`src/rtl/uart_v3_pkg.sv`:
```
// Shared encodings, FSM state types and helpers for the uart_v3 UART.
// Optional feature macro: UART_V3_MAJORITY_VOTE_EN (2-of-3 RX sample vote).
package uart_v3_pkg;

    localparam logic [1:0] ParNone  = 2'b00;
    localparam logic [1:0] ParOdd   = 2'b01;
    localparam logic [1:0] ParEven  = 2'b10;
    localparam logic [1:0] ParNone2 = 2'b11;

    localparam logic [1:0] Data5 = 2'b00;
    localparam logic [1:0] Data6 = 2'b01;
    localparam logic [1:0] Data7 = 2'b10;
    localparam logic [1:0] Data8 = 2'b11;

    typedef enum logic [2:0] {
        StRxIdle,
        StRxStart,
        StRxData,
        StRxParity,
        StRxStop,
        StRxWaitHigh
    } rx_state_e;

    typedef enum logic [2:0] {
        StTxIdle,
        StTxStart,
        StTxData,
        StTxParity,
        StTxStop
    } tx_state_e;

    function automatic int unsigned default_div(input int unsigned clock_rate,
                                                input int unsigned oversample,
                                                input int unsigned baud);
        return clock_rate / (oversample * baud);
    endfunction

    function automatic logic parity_en(input logic [1:0] par);
        return (par == ParOdd) || (par == ParEven);
    endfunction

    // Index of the final data bit for a cfg_data_bits encoding (5..8 bits -> 4..7).
    function automatic logic [2:0] last_bit(input logic [1:0] db);
        return 3'd4 + {1'b0, db};
    endfunction

    function automatic logic [7:0] data_mask(input logic [1:0] db);
        return 8'hff >> (2'd3 - db);
    endfunction

endpackage

```
`src/rtl/uart_v3_baud_gen.sv`:
```
// Oversample tick generator for uart_v3: free-running down-counter, runtime-loadable divider.
// Optional feature macro (consumed in uart_v3): UART_V3_MAJORITY_VOTE_EN.
module uart_v3_baud_gen
    import uart_v3_pkg::*;
#(
    parameter int unsigned DIV_WIDTH = 16,
    parameter int unsigned RESET_DIV = 108
) (
    input  logic                 clk,
    input  logic                 rst_n,
    input  logic                 set_clock_div,
    input  logic [DIV_WIDTH-1:0] user_clock_div,
    output logic                 tick,
    output logic [DIV_WIDTH-1:0] clock_div
);

    localparam logic [DIV_WIDTH-1:0] ResetDiv = DIV_WIDTH'(RESET_DIV);

    logic [DIV_WIDTH-1:0] div_q, div_d;
    logic [DIV_WIDTH-1:0] cnt_q, cnt_d;

    // A divider of 0 behaves as 1: a tick on every clock.
    function automatic logic [DIV_WIDTH-1:0] reload(input logic [DIV_WIDTH-1:0] div);
        return (div == '0) ? '0 : div - 1'b1;
    endfunction

    always_comb begin
        div_d = div_q;
        cnt_d = cnt_q;
        tick  = 1'b0;
        if (set_clock_div) begin
            div_d = user_clock_div;
            cnt_d = reload(user_clock_div);
        end else if (cnt_q == '0) begin
            tick  = 1'b1;
            cnt_d = reload(div_q);
        end else begin
            cnt_d = cnt_q - 1'b1;
        end
    end

    always_ff @(posedge clk or negedge rst_n) begin
        if (!rst_n) begin
            div_q <= ResetDiv;
            cnt_q <= reload(ResetDiv);
        end else begin
            div_q <= div_d;
            cnt_q <= cnt_d;
        end
    end

    assign clock_div = div_q;

endmodule

```
`src/rtl/uart_v3.sv`:
```
// UART with runtime frame format, oversampled RX, valid/ready TX and per-byte error flags.
// Define UART_V3_MAJORITY_VOTE_EN to take every RX sample as a 2-of-3 vote around mid-bit.
module uart_v3
    import uart_v3_pkg::*;
#(
    parameter int unsigned CLOCK_RATE       = 100000000,
    parameter int unsigned DEFAULT_BAUDRATE = 57600,
    parameter int unsigned OVERSAMPLE       = 16,
    parameter int unsigned DIV_WIDTH        = 16
) (
    input  logic                 clk,
    input  logic                 rst_n,
    input  logic                 rx,
    output logic                 tx,
    input  logic                 tx_valid,
    output logic                 tx_ready,
    input  logic [7:0]           tx_byte,
    output logic                 rx_valid,
    output logic [7:0]           rx_byte,
    output logic                 rx_parity_err,
    output logic                 rx_frame_err,
    output logic                 is_receiving,
    output logic                 is_transmitting,
    input  logic [1:0]           cfg_data_bits,
    input  logic [1:0]           cfg_parity,
    input  logic                 cfg_stop2,
    input  logic                 set_clock_div,
    input  logic [DIV_WIDTH-1:0] user_clock_div,
    output logic [DIV_WIDTH-1:0] clock_div
);

    localparam int unsigned TickW = $clog2(OVERSAMPLE);
    localparam logic [TickW-1:0] TickLast = TickW'(OVERSAMPLE - 1);
    // Tick counter value seen on the N-th tick of a bit is N-1.
`ifdef UART_V3_MAJORITY_VOTE_EN
    localparam logic [TickW-1:0] VoteA     = TickW'(OVERSAMPLE / 2 - 2);
    localparam logic [TickW-1:0] VoteB     = TickW'(OVERSAMPLE / 2 - 1);
    localparam logic [TickW-1:0] SampleCnt = TickW'(OVERSAMPLE / 2);
`else
    localparam logic [TickW-1:0] SampleCnt = TickW'(OVERSAMPLE / 2 - 1);
`endif

    logic tick;

    uart_v3_baud_gen #(
        .DIV_WIDTH (DIV_WIDTH),
        .RESET_DIV (default_div(CLOCK_RATE, OVERSAMPLE, DEFAULT_BAUDRATE))
    ) u_baud_gen (
        .clk            (clk),
        .rst_n          (rst_n),
        .set_clock_div  (set_clock_div),
        .user_clock_div (user_clock_div),
        .tick           (tick),
        .clock_div      (clock_div)
    );

    // ---------------------------------------------------------------- RX
    logic rx_meta_q, rx_sync_q, rx_prev_q;

    always_ff @(posedge clk or negedge rst_n) begin
        if (!rst_n) begin
            rx_meta_q <= 1'b1;
            rx_sync_q <= 1'b1;
            rx_prev_q <= 1'b1;
        end else begin
            rx_meta_q <= rx;
            rx_sync_q <= rx_meta_q;
            rx_prev_q <= rx_sync_q;
        end
    end

    rx_state_e        rx_state_q, rx_state_d;
    logic [TickW-1:0] rx_tick_q, rx_tick_d;
    logic [2:0]       rx_bit_q, rx_bit_d;
    logic [7:0]       rx_shift_q, rx_shift_d;
    logic [1:0]       rx_db_q, rx_db_d;
    logic [1:0]       rx_par_q, rx_par_d;
    logic             rx_perr_q, rx_perr_d;
    logic             rx_valid_q, rx_valid_d;
    logic [7:0]       rx_byte_q, rx_byte_d;
    logic             rx_parity_err_q, rx_parity_err_d;
    logic             rx_frame_err_q, rx_frame_err_d;
    logic             rx_sample_now;
    logic             rx_bit;

    assign rx_sample_now = tick && (rx_tick_q == SampleCnt);

`ifdef UART_V3_MAJORITY_VOTE_EN
    logic vote_a_q, vote_a_d, vote_b_q, vote_b_d;

    always_comb begin
        vote_a_d = vote_a_q;
        vote_b_d = vote_b_q;
        if (tick && rx_tick_q == VoteA) vote_a_d = rx_sync_q;
        if (tick && rx_tick_q == VoteB) vote_b_d = rx_sync_q;
    end

    always_ff @(posedge clk or negedge rst_n) begin
        if (!rst_n) begin
            vote_a_q <= 1'b1;
            vote_b_q <= 1'b1;
        end else begin
            vote_a_q <= vote_a_d;
            vote_b_q <= vote_b_d;
        end
    end

    assign rx_bit = (vote_a_q & vote_b_q) | (vote_a_q & rx_sync_q) | (vote_b_q & rx_sync_q);
`else
    assign rx_bit = rx_sync_q;
`endif

    always_comb begin
        rx_state_d      = rx_state_q;
        rx_tick_d       = rx_tick_q;
        rx_bit_d        = rx_bit_q;
        rx_shift_d      = rx_shift_q;
        rx_db_d         = rx_db_q;
        rx_par_d        = rx_par_q;
        rx_perr_d       = rx_perr_q;
        rx_valid_d      = 1'b0;
        rx_byte_d       = rx_byte_q;
        rx_parity_err_d = rx_parity_err_q;
        rx_frame_err_d  = rx_frame_err_q;
        if (set_clock_div) begin
            rx_state_d = StRxIdle;
        end else begin
            if (rx_state_q != StRxIdle && tick) begin
                rx_tick_d = (rx_tick_q == TickLast) ? '0 : rx_tick_q + 1'b1;
            end
            unique case (rx_state_q)
                StRxIdle: begin
                    if (rx_prev_q && !rx_sync_q) begin
                        rx_state_d = StRxStart;
                        rx_tick_d  = '0;
                        rx_bit_d   = '0;
                        rx_shift_d = '0;
                        rx_perr_d  = 1'b0;
                        rx_db_d    = cfg_data_bits;
                        rx_par_d   = cfg_parity;
                    end
                end
                StRxStart: begin
                    if (rx_sample_now) rx_state_d = rx_bit ? StRxIdle : StRxData;
                end
                StRxData: begin
                    if (rx_sample_now) begin
                        rx_shift_d[rx_bit_q] = rx_bit;
                        if (rx_bit_q == last_bit(rx_db_q)) begin
                            rx_state_d = parity_en(rx_par_q) ? StRxParity : StRxStop;
                        end else begin
                            rx_bit_d = rx_bit_q + 3'd1;
                        end
                    end
                end
                StRxParity: begin
                    if (rx_sample_now) begin
                        rx_perr_d  = rx_bit != (^rx_shift_q ^ (rx_par_q == ParOdd));
                        rx_state_d = StRxStop;
                    end
                end
                StRxStop: begin
                    if (rx_sample_now) begin
                        rx_valid_d      = 1'b1;
                        rx_byte_d       = rx_shift_q;
                        rx_parity_err_d = rx_perr_q;
                        rx_frame_err_d  = !rx_bit;
                        rx_state_d      = rx_bit ? StRxIdle : StRxWaitHigh;
                    end
                end
                StRxWaitHigh: begin
                    if (rx_sync_q) rx_state_d = StRxIdle;
                end
                default: rx_state_d = StRxIdle;
            endcase
        end
    end

    always_ff @(posedge clk or negedge rst_n) begin
        if (!rst_n) begin
            rx_state_q      <= StRxIdle;
            rx_tick_q       <= '0;
            rx_bit_q        <= '0;
            rx_shift_q      <= '0;
            rx_db_q         <= Data8;
            rx_par_q        <= ParNone;
            rx_perr_q       <= 1'b0;
            rx_valid_q      <= 1'b0;
            rx_byte_q       <= '0;
            rx_parity_err_q <= 1'b0;
            rx_frame_err_q  <= 1'b0;
        end else begin
            rx_state_q      <= rx_state_d;
            rx_tick_q       <= rx_tick_d;
            rx_bit_q        <= rx_bit_d;
            rx_shift_q      <= rx_shift_d;
            rx_db_q         <= rx_db_d;
            rx_par_q        <= rx_par_d;
            rx_perr_q       <= rx_perr_d;
            rx_valid_q      <= rx_valid_d;
            rx_byte_q       <= rx_byte_d;
            rx_parity_err_q <= rx_parity_err_d;
            rx_frame_err_q  <= rx_frame_err_d;
        end
    end

    assign rx_valid      = rx_valid_q;
    assign rx_byte       = rx_byte_q;
    assign rx_parity_err = rx_parity_err_q;
    assign rx_frame_err  = rx_frame_err_q;
    assign is_receiving  = rx_state_q != StRxIdle;

    // ---------------------------------------------------------------- TX
    tx_state_e        tx_state_q, tx_state_d;
    logic [TickW-1:0] tx_tick_q, tx_tick_d;
    logic [2:0]       tx_bit_q, tx_bit_d;
    logic [7:0]       tx_data_q, tx_data_d;
    logic [1:0]       tx_db_q, tx_db_d;
    logic [1:0]       tx_par_q, tx_par_d;
    logic             tx_st2_q, tx_st2_d;
    logic             tx_wait_q, tx_wait_d;
    logic             tx_line_q, tx_line_d;

    always_comb begin
        tx_state_d = tx_state_q;
        tx_tick_d  = tx_tick_q;
        tx_bit_d   = tx_bit_q;
        tx_data_d  = tx_data_q;
        tx_db_d    = tx_db_q;
        tx_par_d   = tx_par_q;
        tx_st2_d   = tx_st2_q;
        tx_wait_d  = tx_wait_q;
        tx_line_d  = tx_line_q;
        if (set_clock_div) begin
            tx_state_d = StTxIdle;
            tx_line_d  = 1'b1;
        end else if (tx_state_q == StTxIdle) begin
            if (tx_valid) begin
                tx_state_d = StTxStart;
                tx_data_d  = tx_byte & data_mask(cfg_data_bits);
                tx_db_d    = cfg_data_bits;
                tx_par_d   = cfg_parity;
                tx_st2_d   = cfg_stop2;
                tx_wait_d  = 1'b1;
                tx_tick_d  = '0;
                tx_bit_d   = '0;
            end
        end else if (tick) begin
            // The start bit is held back to the next tick so every bit spans whole ticks.
            if (tx_wait_q) begin
                tx_wait_d = 1'b0;
                tx_line_d = 1'b0;
                tx_tick_d = '0;
            end else if (tx_tick_q != TickLast) begin
                tx_tick_d = tx_tick_q + 1'b1;
            end else begin
                tx_tick_d = '0;
                case (tx_state_q)
                    StTxStart: begin
                        tx_state_d = StTxData;
                        tx_bit_d   = '0;
                        tx_line_d  = tx_data_q[0];
                    end
                    StTxData: begin
                        if (tx_bit_q == last_bit(tx_db_q)) begin
                            tx_bit_d = '0;
                            if (parity_en(tx_par_q)) begin
                                tx_state_d = StTxParity;
                                tx_line_d  = ^tx_data_q ^ (tx_par_q == ParOdd);
                            end else begin
                                tx_state_d = StTxStop;
                                tx_line_d  = 1'b1;
                            end
                        end else begin
                            tx_bit_d  = tx_bit_q + 3'd1;
                            tx_line_d = tx_data_q[tx_bit_q + 3'd1];
                        end
                    end
                    StTxParity: begin
                        tx_state_d = StTxStop;
                        tx_bit_d   = '0;
                        tx_line_d  = 1'b1;
                    end
                    StTxStop: begin
                        if (tx_st2_q && tx_bit_q == 3'd0) begin
                            tx_bit_d = 3'd1;
                        end else begin
                            tx_state_d = StTxIdle;
                        end
                    end
                    default: begin
                        tx_state_d = StTxIdle;
                        tx_line_d  = 1'b1;
                    end
                endcase
            end
        end
    end

    always_ff @(posedge clk or negedge rst_n) begin
        if (!rst_n) begin
            tx_state_q <= StTxIdle;
            tx_tick_q  <= '0;
            tx_bit_q   <= '0;
            tx_data_q  <= '0;
            tx_db_q    <= Data8;
            tx_par_q   <= ParNone;
            tx_st2_q   <= 1'b0;
            tx_wait_q  <= 1'b0;
            tx_line_q  <= 1'b1;
        end else begin
            tx_state_q <= tx_state_d;
            tx_tick_q  <= tx_tick_d;
            tx_bit_q   <= tx_bit_d;
            tx_data_q  <= tx_data_d;
            tx_db_q    <= tx_db_d;
            tx_par_q   <= tx_par_d;
            tx_st2_q   <= tx_st2_d;
            tx_wait_q  <= tx_wait_d;
            tx_line_q  <= tx_line_d;
        end
    end

    assign tx              = tx_line_q;
    assign tx_ready        = tx_state_q == StTxIdle;
    assign is_transmitting = tx_state_q != StTxIdle;

endmodule

```
`config.mk`:
```
export PLATFORM = sky130hd
export DESIGN_NAME = uart_v3
export DESIGN_NICKNAME = d
export VERILOG_FILES = /design/src/rtl/uart_v3_pkg.sv /design/src/rtl/uart_v3_baud_gen.sv /design/src/rtl/uart_v3.sv
export SDC_FILE = /design/constraint.sdc
export NUM_CORES = 1
export LEC_CHECK = 0
export CORE_ASPECT_RATIO = 0.9
export CORE_UTILIZATION = 47
export CTS_CLUSTER_SIZE = 20
export DETAILED_ROUTE_END_ITERATION = 7
export GPL_TIMING_DRIVEN = 0
export PLACE_DENSITY_LB_ADDON = 0.2
export RECOVER_POWER = 100
export SYNTH_ARGS = -nofsm -noshare
export SYNTH_HDL_FRONTEND = slang
export SYNTH_SLANG_ARGS = --single-unit
```
`constraint.sdc`:
```
create_clock -name clk -period 2.6 [get_ports clk]
set_clock_uncertainty 0.05 [all_clocks]
set_input_delay 0.39 -clock clk [delete_from_list [all_inputs] [get_ports clk]]
set_output_delay 0.39 -clock clk [all_outputs]
set_load 0.01 [all_outputs]
```
; After elaboration in Yosys (flattened, before gate mapping)
; Index checks and enable logic that the tools add are counted.
[word_totals]
elab_cells = 195
register_bits = 94
[classes]
n_bitwise = 4
muxes = 74
eq_ne = 42
n_reduce_logical = 36
addsub = 10
order_cmp = 3
shifts = 1
[ops]
columns = operator, n
row1 = two-way mux 3 bit, 29
row2 = two-way mux 16 bit, 4
row3 = logical NOT 16 bit, 3
row4 = subtractor 16 x 1 -> 16 bit (second input constant), 3
row5 = two-way mux 4 bit, 9
row6 = != test 3 bit (second input constant), 12
row7 = two-way mux 1 bit, 19
row8 = case mux 3 bit (6 select lines), 1
row9 = two-way mux 8 bit, 2
row10 = case mux 8 bit (2 select lines), 1
row11 = XOR reduction 8 bit, 2
row12 = != test 2 bit (second input constant), 7
row13 = AND reduction 7 bit, 2
row14 = equality test 3 x 2 -> 1 bit (second input constant), 4
row15 = != test 4 bit (second input constant), 3
row16 = case mux 3 bit (4 select lines), 1
row17 = AND reduction 3 bit, 4
row18 = AND reduction 4 bit, 3
row19 = equality test 3 bit (second input constant), 3
row20 = logical NOT 3 bit, 3
row21 = case mux 3 bit (3 select lines), 1
row22 = nonzero test 3 bit, 3
row23 = adder 4 x 1 -> 4 bit (second input constant), 2
row24 = AND 8 bit, 1
row25 = 32 further kinds, 48

; Logic depth before layout (Yosys ltp)
; Gate-level depths: netlist of run 1.
[depth]
depth_word = 10
depth_mapped = 9
mapped_depth_nobuf = 7

; Cells and area by module
; From an unflattened synthesis of run 1, not the netlist that was laid out.
[hier_totals]
hier_cells = 553
area_unflattened_um2 = 5589.1
[by_module_without_submodules]
columns = mod, seq_area_each_um2, cells_per_inst, instances, area_each_um2
row1 = uart_v3, 1561.5, 332, 1, 3422.0
row2 = uart_v3_baud_gen, 812.0, 221, 1, 2167.1

; Least setup slack after synthesis of run 1
; No wires, ideal clock.
[synth_path]
path_kind = register -> register
start = reg rx_tick_q[0]
end = reg rx_byte_q[0] (netlist: rx_byte[0])
setup_ns = 0.128
slack_ns = 0.468
stages_incl_launch_ff = 8
arrival_time_ns = 1.955
cell_sequence = dfrtp_1 ha_1 nand2_1 or3_1 clkbuf_1 or3_1 buf_2 mux2_1
[synth_via]
elab_chain_cells = 3
[synth_rtl]
columns = item, line
row1 = start: declaration, uart_v3.sv:73  ; logic [TickW-1:0] rx_tick_q, rx_tick_d;
row2 = start signal: assignment, uart_v3.sv:194  ; rx_tick_q <= rx_tick_d;
row3 = equality test 4 x 3 -> 1 bit, uart_v3.sv:86  ; assign rx_sample_now = tick && (rx_tick_q == SampleCnt);
row4 = logical AND 1 bit, uart_v3.sv:86
row5 = AND reduction 3 bit (no line), --
row6 = end signal: assignment, uart_v3.sv:201  ; rx_byte_q <= rx_byte_d;
row7 = end: declaration, uart_v3.sv:80  ; logic [7:0] rx_byte_q, rx_byte_d;
; No other way between the ends.
; A chain may end at the register's enable or synchronous reset.

; Worst setup path after layout of run 1
[layout_path]
start = reg tx_state_q[1]
end = out tx_ready
[layout_via]
elab_chain_cells = 1
[layout_rtl]
columns = item, line
row1 = start: declaration, uart_v3.sv:214  ; tx_state_e tx_state_q, tx_state_d;
row2 = start signal: assignment, uart_v3.sv:302  ; tx_state_q <= StTxIdle;
row3 = start signal: assignment, uart_v3.sv:312  ; tx_state_q <= tx_state_d;
row4 = logical NOT 3 bit, uart_v3.sv:325  ; assign tx_ready = tx_state_q == StTxIdle;
row5 = end: declaration, uart_v3.sv:16  ; output logic tx_ready,
; No other way between the ends.

==> metrics.md, run 1 <==
| Metric | Value |
|---|---|
| RR Startpoint | u_baud_gen.cnt_q[0]$_DFF_PN1_ |
| Status | completed |
| # diodes | 0 |
| Slew Limit Fails | 0 |
| I/O Pins | 65 |
| Drt drc | 0 |
| Critical path data required time | 2.16 ns |
| Nets | 707 |
| Predominant post-synthesis flop cell | dfrtp_1 |
| Layout cells sized above 1 | 0.120 |
| Critical Path AT | 2.07 ns |
| CP Launch Type | flop |
| Fmax | 399 MHz |
| Worst path depth | 3 |
| Syn Nets | 630 |
| CTS Buffer Depth | 2 |
| CTS H-tree lvls | 3 |
| Core Area | 11500 um2 |
| # rows | 37 |
| Initial antenna violation count | 0 |
| RSZ-0062 raised after global routing | false |
| Cells after Synth | 585 |
| Die area | 12300 um2 |
| IO buf count | 63 |
| Cts hold-fix bufs | 0 |
| CP max stage delay | 0.62 ns |
| Cts bufs inserted | 9 |
| Final min period | 2.51 ns |
| Power Density | 754 nW/um2 |
| Final setup violation count | 0 |
| Leak | 2.77 nW |
| Vias in the first global route | 4740 |
| Post-Route WL | 13.4 mm |
| RR Endpoint | rx_bit_q[2]$_DFFE_PN0P_ |
| Area of the multi-input gates | 3070 um2 |
| R2R cell count | 8 |
| Die X | 117 um |
| Clock root cell | clkbuf_16 |
| Tcrit/Tclk final | 0.964 |
| CP Cell Sequence | clkbuf_1 > nor3_4 > clkdlybuf4s50_1 |
| Critical Path Start | tx_state_q[1]$_DFFE_PN0P_ |
| Crit path capture | tx_ready |
| Total gr overflow | 0 |
| Fill count | 1040 |
| Crit path max-delay family | buffers and inverters |
| Worst-margin pin slew | 1.25 ns |
| Crit Path Max Fanout | 10 |
| Placed cell count | 805 |
| Setup CP Type | reg -> out |
| Max-cap violations | 0 |
| IR drop worst, VDD | 0.394 mV |
| Die height | 105 um |
| Pwr Total | 5.12 mW |
| Cell Area, Synth | 5570 um2 |
| Reg clk slew, reported paths | 0.07 ns |
| Via-per-instance ratio | 5.71 |
| Post-synth cell types | 63 |
| Fin cells | 823 |
| Tot GR Track Use | 0.237 |
| Yosys top cell area share | 0.346 |
| Initial Utilization | 0.486 |
| Via count | 4700 |
| Hold_ws | 0.186 ns |
| Largest cells by area after synthesis | dfrtp_1, dfstp_2, nand2_1, xnor2_1, mux2_2 |
| Hold Fails Final Rpt | 0 |
| Largest net degree at the start of global routing | 52 |
| CTS sink count | 94 |
| Area grow syn2layout | 21.8% |
| FFs w/ async S/R, synth | 1.00 |
| Syn avg cell area | 9.53 um2 |
| Final ANT Viol Nets | 0 |
| Critical Path End Type | output port |
| CP Buf/Inv Count | 2 |
| First-pass GRT wire length | 22.5 mm |
| TritonCTS clock tree | built |
| Seq. cell area | 2370 um2 |
| Wire per inst | 16.3 um |
| Relative slew slack | 0.169 |
| Seq/Total Area, Yosys | 0.426 |
| Post-synth EDFFs | 0 |
| Clk Latency, worst-skew pair | 0.36 ns |
| Iteration-0 DRC Markers | 273 |
| DP HPWL | 9.73 mm |
| Yosys warns | 0 |
| FF+latch count, synth | 94 |
| Synth area leader | dfrtp_1 |
| Worst hold path class | in -> async |
| Finished Core Util | 0.591 |
| Slowest-stage cell, CP | clkdlybuf4s50_1 |
| R2R setup slack | 0.11 ns |
| Router iterations before antenna repair | 5 |
| Final GP Congestion | 0.909 |
metal layers:
layer,GRT usage,part of all wire,vias up
met3,0.0650,0.056,13
met1,0.306,0.44,2284
met2,0.386,0.49,138
met5,0,0,-
met4,0.0714,0.012,0
li1,-,-,2265
registers in the layout, summed over array words and instances (netlist names), 3 cells and up:
name,count
rx_byte,8
tx_bit_q,3
u_baud_gen.cnt_q,16
tx_state_q,3
tx_tick_q,4
u_baud_gen.clock_div,16
rx_state_q,3
tx_data_q,8
rx_shift_q,8
rx_bit_q,3
rx_tick_q,4
worst register-to-register path: stages, from the launching register on:
cell and delay [ns]:
dfstp_2 0.37, inv_1 0.07, ha_1 0.21, nor4b_4 0.38
nand4_1 0.22, buf_2 0.28, buf_2 0.24, o41ai_1 0.43
a21oi_1 0.12
placed cells by master, fill, tap and decap left out, drive strengths merged, types with 5 or more instances in the layout:
| cell | netlist | routed |
|---|---|---|
| clkbuf | 18 | 32 |
| clkdlybuf4s50 | 0 | 32 |
| o211ai | 5 | 5 |
| nand3 | 22 | 22 |
| a22oi | 5 | 5 |
| dfstp | 17 | 17 |
| nor3 | 17 | 17 |
| mux2 | 31 | 31 |
| nand4 | 9 | 9 |
| nor4 | 14 | 14 |
| a21oi | 8 | 8 |
| xor2 | 19 | 19 |
| dlygate4sd3 | 0 | 30 |
| mux2i | 14 | 14 |
| nand3b | 5 | 5 |
| inv | 21 | 21 |
| or3 | 12 | 12 |
| o221ai | 7 | 7 |
| o31ai | 5 | 5 |
| dfrtp | 77 | 77 |
| xnor2 | 33 | 33 |
| nand2 | 92 | 92 |
| nor2 | 35 | 35 |
| ha | 11 | 11 |
| a31oi | 6 | 6 |
| buf | 6 | 8 |
| o21ai | 38 | 38 |
report_power, final:
part	switching [mW]	total (mW)	leakage (nW)	internal [mW]
Clock	0.556	1.45	0.163	0.892
Sequential	0.233	1.96	1.18	1.73
Combinational	0.932	1.71	1.43	0.778
worst min path at each step:
stage                     depth (start not counted)                         to  slack (ns)
after floorplan                                   0    rx_bit_q[0]$_DFFE_PN0P_        0.04
after global placement                            0           rx_bit$_DFF_PN1_        0.30
after detailed placement                          0           rx_bit$_DFF_PN1_        0.30
after CTS                                         1   rx_tick_q[3]$_DFFE_PN0N_       0.009
after global routing                              1    rx_bit_q[0]$_DFFE_PN0P_        0.27
final                                             1  rx_shift_q[5]$_DFFE_PN0P_        0.19
cells in the mapped netlist, types with 12 or more instances:
library cell	number
clkbuf_1	18
dfrtp_1	77
dfstp_2	17
inv_1	19
mux2_1	12
mux2_2	19
mux2i_1	14
nand2_1	92
nand3_1	22
nor2_1	35
nor3_1	16
o21ai_0	15
o21ai_1	23
xnor2_1	33
xor2_1	19
area by class of cell:
type,instances,area share
clock buffer,12,0.0378
multi-input combinational,446,0.452
timing repair buffer,66,0.0951
sequential,94,0.350
inverter,21,0.0116
buffer,24,0.0147
tap,156,0.0287
clock inverter,4,0.0103
kinds of logic (layout without fill, tap and decap cells):
kind of cell | Yosys count | after routing | synth area share
flip-flops | 94 | 94 | 0.426
buffers and inverters | 45 | 127 | 0.0321
multiplexers | 45 | 45 | 0.0878
AO/OA/AOI/OAI | 106 | 106 | 0.128
AND/OR/NAND/NOR | 230 | 230 | 0.211
adder cells (fa/ha/maj) | 11 | 11 | 0.0247
XOR/XNOR | 54 | 54 | 0.0898
metrics by stage:
stage	area (um2)	setup slack, ns	TNS [ns]
finish	6790	0.0935	0
global route	6790	0.00806	0
CTS	6760	0.0387	0
detailed placement	6420	-0.236	-1.94
global placement	6400	-2.33	-200.76
floorplan	5570	0.468	0
repair_timing:
action / CTS / global route
gates cloned: 0 / 0
pin swaps: 0 / 1
setup buffers: 0 / 2
resized for setup: 2 / 7
setup endpoints to repair: 3 / 32
Note: power is estimated with default switching activity, not from simulation.
==> run 2, diff against run 1 <==
CTS_CLUSTER_DIAMETER = 50   (was default)
SLEW_MARGIN = 20   (was default)
==> run 2 against run 1 <==
Against the previous run: sequential share of layout area unchanged; core utilization did not move; largest cell class unchanged; worst hold slack better by 0.12 ns; count of clock-buffer cells in the layout stayed put; largest power group unchanged; non-clock buffer count increased by 1; global-route usage is 0.18 points lower; highest routed layer unchanged; power decreased by 2.0%; critical path depth grew 1; cell area unchanged; cell count rose by 0.12%.
==> metrics.md, run 2 (synthesis results as in run 1) <==
| Metric | Value |
|---|---|
| I/O Pins | 65 |
| Die X | 117 um |
| Power Density | 739 nW/um2 |
| Critical Path AT | 2.05 ns |
| Iteration-0 DRC Markers | 304 |
| Reg clk slew, reported paths | 0.06 ns |
| IR drop worst, VDD | 0.464 mV |
| Fin cells | 824 |
| Design internal power | 3.31 mW |
| Hold Path Origin | rx_meta_q$_DFF_PN1_ |
| Final setup violation count | 0 |
| Worst-margin pin slew | 1.09 ns |
| # rows | 37 |
| Wire per inst | 16.0 um |
| TritonCTS clock tree | built |
| Core Area | 11500 um2 |
| Nets | 708 |
| Clk Latency, worst-skew pair | 0.35 ns |
| Layout cells sized above 1 | 0.121 |
| RR Startpoint | u_baud_gen.cnt_q[0]$_DFF_PN1_ |
| CTS Buffer Depth | 2 |
| Via count | 4698 |
| Die area | 12300 um2 |
| Final min period | 2.49 ns |
| Final ANT Viol Nets | 0 |
| Total gr overflow | 0 |
| P_sw | 1.71 mW |
| Clock root cell | clkbuf_16 |
| Drt drc | 0 |
| Setup_tns | 0 ns |
| Finished Core Util | 0.591 |
| Setup CP Type | reg -> out |
| Leak | 2.78 nW |
| Area grow syn2layout | 21.8% |
| Max-cap violations | 0 |
| # diodes | 0 |
| Largest net degree at the start of global routing | 52 |
| Crit Path Max Fanout | 10 |
| Cts bufs inserted | 9 |
| Router iterations before antenna repair | 5 |
| Relative slew slack | 0.274 |
| R2R setup slack | 0.15 ns |
| Hold Fails Final Rpt | 0 |
| DP HPWL | 9.66 mm |
| Worst Hold Path EP | rx_bit$_DFF_PN1_ |
| R2R cell count | 8 |
| Comb power frac | 0.341 |
| RR Endpoint | rx_state_q[2]$_DFFE_PN0P_ |
| Sequential power share | 0.392 |
| Sw Share | 0.341 |
| Critical path data required time | 2.16 ns |
| Final GP Congestion | 0.909 |
| Hold Path Depth | 0 |
| Tot GR Track Use | 0.235 |
| Most common cell after layout, fill and taps aside | nand2_1 |
| CTS H-tree lvls | 3 |
| Via-per-instance ratio | 5.70 |
| Critical Path End Type | output port |
| Initial antenna violation count | 0 |
| IO buf count | 63 |
| Status | completed |
| Tcrit/Tclk final | 0.956 |
| Most frequent cells in the layout | nand2_1, dfrtp_1, nor2_1, xnor2_1, clkdlybuf4s50_1 |
| Slew Limit Fails | 0 |
| Worst hold path class | reg -> reg |
| CP Launch Type | flop |
| Vias in the first global route | 4729 |
| CTS sink count | 94 |
| Initial Utilization | 0.486 |
| Clock power share | 0.267 |
| Hold_ws | 0.311 ns |
| Post-Route WL | 13.2 mm |
| First-pass GRT wire length | 22.5 mm |
| Placed cell count | 805 |
| Die height | 105 um |
| Fmax | 402 MHz |
| Fill count | 1025 |
run 2: area by class of cell:
class | instances | area (um2) | area share
tap | 156 | 195 | 0.0287
multi-input combinational | 446 | 3080 | 0.453
buffer | 23 | 96.3 | 0.0142
inverter | 21 | 78.8 | 0.0116
sequential | 94 | 2370 | 0.350
clock buffer | 12 | 256 | 0.0378
timing repair buffer | 68 | 666 | 0.0980
clock inverter | 4 | 45.0 | 0.00663
run 2: power groups by stage:
stage                     sequential, mW  combinational (mW)  clock, mW
after detailed placement            1.98                1.67          0
after global placement              1.98                1.62          0
final                               1.96                1.71       1.34
after floorplan                     1.94                1.17          0
after CTS                           1.96                1.71       1.38
after global routing                1.99                1.89       1.44
run 2: per-stage QoR:
stage	worst slack, ns	total power, mW	area, um2
floorplan	0.468	3.11	5570
CTS	0.0238	5.05	6750
finish	0.115	5.02	6790
detailed placement	-0.237	3.65	6430
global placement	-2.33	3.59	6400
global route	-0.0140	5.32	6790
run 2: worst max-delay path by stage:
| stage | from | cells after the start | end | slack (ns) |
|---|---|---|---|---|
| 2_1_floorplan | rx_tick_q[0]$_DFFE_PN0N_ | 7 | rx_byte[0]$_DFFE_PN0P_ | 0.47 |
| 3_3_place_gp | rst_n | 1 | u_baud_gen.clock_div[11]$_DFFE_PN0P_ | -2.33 |
| 3_5_place_dp | user_clock_div[5] | 6 | u_baud_gen.cnt_q[8]$_DFF_PN0_ | -0.24 |
| 4_1_cts | u_baud_gen.cnt_q[0]$_DFF_PN1_ | 9 | u_baud_gen.cnt_q[11]$_DFF_PN0_ | 0.02 |
| 5_1_grt | rx_state_q[2]$_DFFE_PN0P_ | 4 | is_receiving | -0.01 |
| 6_report | rx_state_q[2]$_DFFE_PN0P_ | 4 | is_receiving | 0.11 |
run 2: worst max-delay path, cell delays in order (launching register included):
cell             delay, ns
dfrtp_1               0.35
clkbuf_1              0.23
nor3_4                0.38
inv_1                 0.21
clkdlybuf4s50_1       0.52
run 2: metal layers:
layer | share of wire | up-vias | GRT usage
met3 | 0.052 | 19 | 0.0638
li1 | - | 2261 | -
met4 | 0.016 | 0 | 0.0769
met1 | 0.45 | 2265 | 0.310
met2 | 0.48 | 153 | 0.374
met5 | 0 | - | 0
run 2: what timing repair did:
item	CTS	global route
hold buffers	1	0
gates resized for setup	2	8
hold endpoints to repair	38	0
setup buffers	0	3
endpoints found under the setup margin	3	42
==> run 3, diff against run 2 <==
CELL_PAD_IN_SITES_DETAIL_PLACEMENT = 1   (was default)
CELL_PAD_IN_SITES_GLOBAL_PLACEMENT = 2   (was default)
CORE_UTILIZATION = 36   (was 47)
==> run 3 against run 2 <==
Against the previous run: power up 3.2%; setup slack worse by 0.057 ns; critical path depth up 4; critical endpoint is now tx_state_q[0]$_DFFE_PN0P_.
==> metrics.md, run 3 (synthesis results as in run 1) <==
| Metric | Value |
|---|---|
| Final instance area | 6870 um2 |
| Nets | 709 |
| R2R setup slack | 0.06 ns |
| Post-Place Cell Area | 6480 um2 |
| Design internal power | 3.39 mW |
| Fmax | 393 MHz |
| IO buf count | 63 |
| Total gr overflow | 0 |
| R2R cell count | 8 |
| Iteration-0 DRC Markers | 119 |
| Tot GR Track Use | 0.213 |
| Critical Path End Type | flop |
| Final setup violation count | 0 |
| Setup CP Type | reg -> reg |
| Cts bufs inserted | 9 |
| Worst-margin pin slew | 1.09 ns |
| CTS H-tree lvls | 3 |
| CP Cell Sequence | inv_1 > ha_1 > nor4b_4 > nand4_1 > buf_4 > o21ai_0 > o21ai_1 > mux2_1 |
| # diodes | 0 |
| Max-cap violations | 0 |
| Via count | 4724 |
| Critical Path AT | 2.72 ns |
| Worst hold path class | reg -> reg |
| Finished Core Util | 0.460 |
| Via-per-instance ratio | 5.45 |
| Relative slew slack | 0.271 |
| Hold Path Depth | 0 |
| Clock root cell | clkbuf_16 |
| RR Endpoint | tx_state_q[0]$_DFFE_PN0P_ |
| Sequential power share | 0.383 |
| Clk Latency, worst-skew pair | 0.35 ns |
| First-pass GRT wire length | 26.6 mm |
| RSZ-0062 raised after global routing | true |
| Largest net degree at the start of global routing | 55 |
| Slew Limit Fails | 0 |
| Crit Path Max Fanout | 10 |
| I/O Pins | 65 |
| Initial antenna violation count | 0 |
| Reg clk slew, reported paths | 0.07 ns |
| Leak | 2.78 nW |
| Post-Route WL | 15.9 mm |
| Sw Share | 0.346 |
| Final GP Congestion | 0.811 |
| Clock power share | 0.273 |
| Layout cells sized above 1 | 0.123 |
| Slowest-stage cell, CP | nor4b_4 |
| Drt drc | 0 |
| CTS sink count | 94 |
| Area grow syn2layout | 23.2% |
| P_sw | 1.79 mW |
| GRT met1 Usage | 0.269 |
| Met3 Usage GRT | 0.0384 |
| # rows | 42 |
| Status | completed |
| Final min period | 2.54 ns |
| CP Launch Type | flop |
| Hold Fails Final Rpt | 0 |
| Vias in the first global route | 5059 |
| TritonCTS clock tree | built |
| Crit path max-delay family | simple AND/OR/NAND/NOR gates |
| Most frequent cells in the layout | nand2_1, dfrtp_1, clkdlybuf4s50_1 |
| Die height | 120 um |
| Core Area | 14900 um2 |
| Router iterations before antenna repair | 4 |
| GRT met2 Usage | 0.372 |
| Hold Path Origin | rx_meta_q$_DFF_PN1_ |
| Wire per inst | 18.3 um |
| Critical path data required time | 2.78 ns |
| CP max stage delay | 0.44 ns |
| Power Density | 754 nW/um2 |
| Worst Hold Path EP | rx_bit$_DFF_PN1_ |
| Final ANT Viol Nets | 0 |
| CP Buf/Inv Count | 2 |
| Most common cell after layout, fill and taps aside | nand2_1 |
| RR Startpoint | u_baud_gen.cnt_q[0]$_DFF_PN1_ |
| Tcrit/Tclk final | 0.978 |
| Comb power frac | 0.344 |
| Global route hottest layer | met2 |
| IR drop worst, VDD | 0.347 mV |
| CTS Buffer Depth | 2 |
| Die X | 133 um |
| Initial Utilization | 0.373 |
| DP HPWL | 11.7 mm |
| Die area | 16000 um2 |
## run 3: layer usage
layer | up-vias | share of wire
met3 | 16 | 0.028
met1 | 2375 | 0.46
met5 | - | 0
met2 | 76 | 0.50
met4 | 0 | 0.013
li1 | 2257 | -
## run 3: power by group through the flow
stage,Combinational (mW),Clock (mW),Sequential [mW]
floorplan,1.17,0,1.94
global placement,1.67,0,1.99
detailed placement,1.72,0,2.00
CTS,1.76,1.46,1.99
global route,1.97,1.53,2.03
finish,1.78,1.41,1.99
## run 3: worst reg2reg max path, stage by stage (launching register included)
cell     delay (ns)
dfstp_2        0.37
inv_1          0.08
ha_1           0.22
nor4b_4        0.44
nand4_1        0.23
buf_4          0.27
o21ai_0        0.25
o21ai_1        0.15
mux2_1         0.36
## run 3: what timing repair did
action                                  CTS  global route
resized for setup                         6            11
cloned                                    0             0
hold endpoints to repair                 35             0
endpoints found under the setup margin   18            44
setup buffers                             0             3
hold buffers                              1             0
pin swaps                                 1             2
## run 3: cell type report
type,instances,area (um2)
Sequential cell,94,2370
Timing Repair Buffer,68,666
Clock inverter,5,75.1
Clock buffer,11,233
Tap cell,198,248
Buffer,24,106
Inverter,21,78.8
Multi-Input combinational cell,446,3090
Fill cell,1712,8060
## run 3: metrics by stage
step	setup WS, ns	setup TNS [ns]	power, mW	hold WS (ns)	std cells
CTS	0.00281	0	5.21	0.310	864
finish	0.0582	0	5.18	0.309	867
floorplan	0.468	0	3.11	0.0444	585
global placement	-2.50	-216.72	3.66	0.297	846
global route	-0.0564	-0.718	5.52	0.319	867
detailed placement	-0.282	-3.36	3.73	0.295	847
## run 3: worst max path at each step
stage	startpoint	endpoint	slack (ns)	depth (start not counted)
final	u_baud_gen.cnt_q[0]$_DFF_PN1_	tx_state_q[0]$_DFFE_PN0P_	0.06	8
after global routing	u_baud_gen.cnt_q[0]$_DFF_PN1_	rx_byte[7]$_DFFE_PN0P_	-0.06	7
after CTS	u_baud_gen.cnt_q[0]$_DFF_PN1_	u_baud_gen.cnt_q[12]$_DFF_PN0_	0.003	9
after detailed placement	user_clock_div[5]	u_baud_gen.cnt_q[12]$_DFF_PN0_	-0.28	6
after global placement	rst_n	u_baud_gen.clock_div[14]$_DFFE_PN0P_	-2.50	1
after floorplan	rx_tick_q[0]$_DFFE_PN0N_	rx_byte[0]$_DFFE_PN0P_	0.47	7
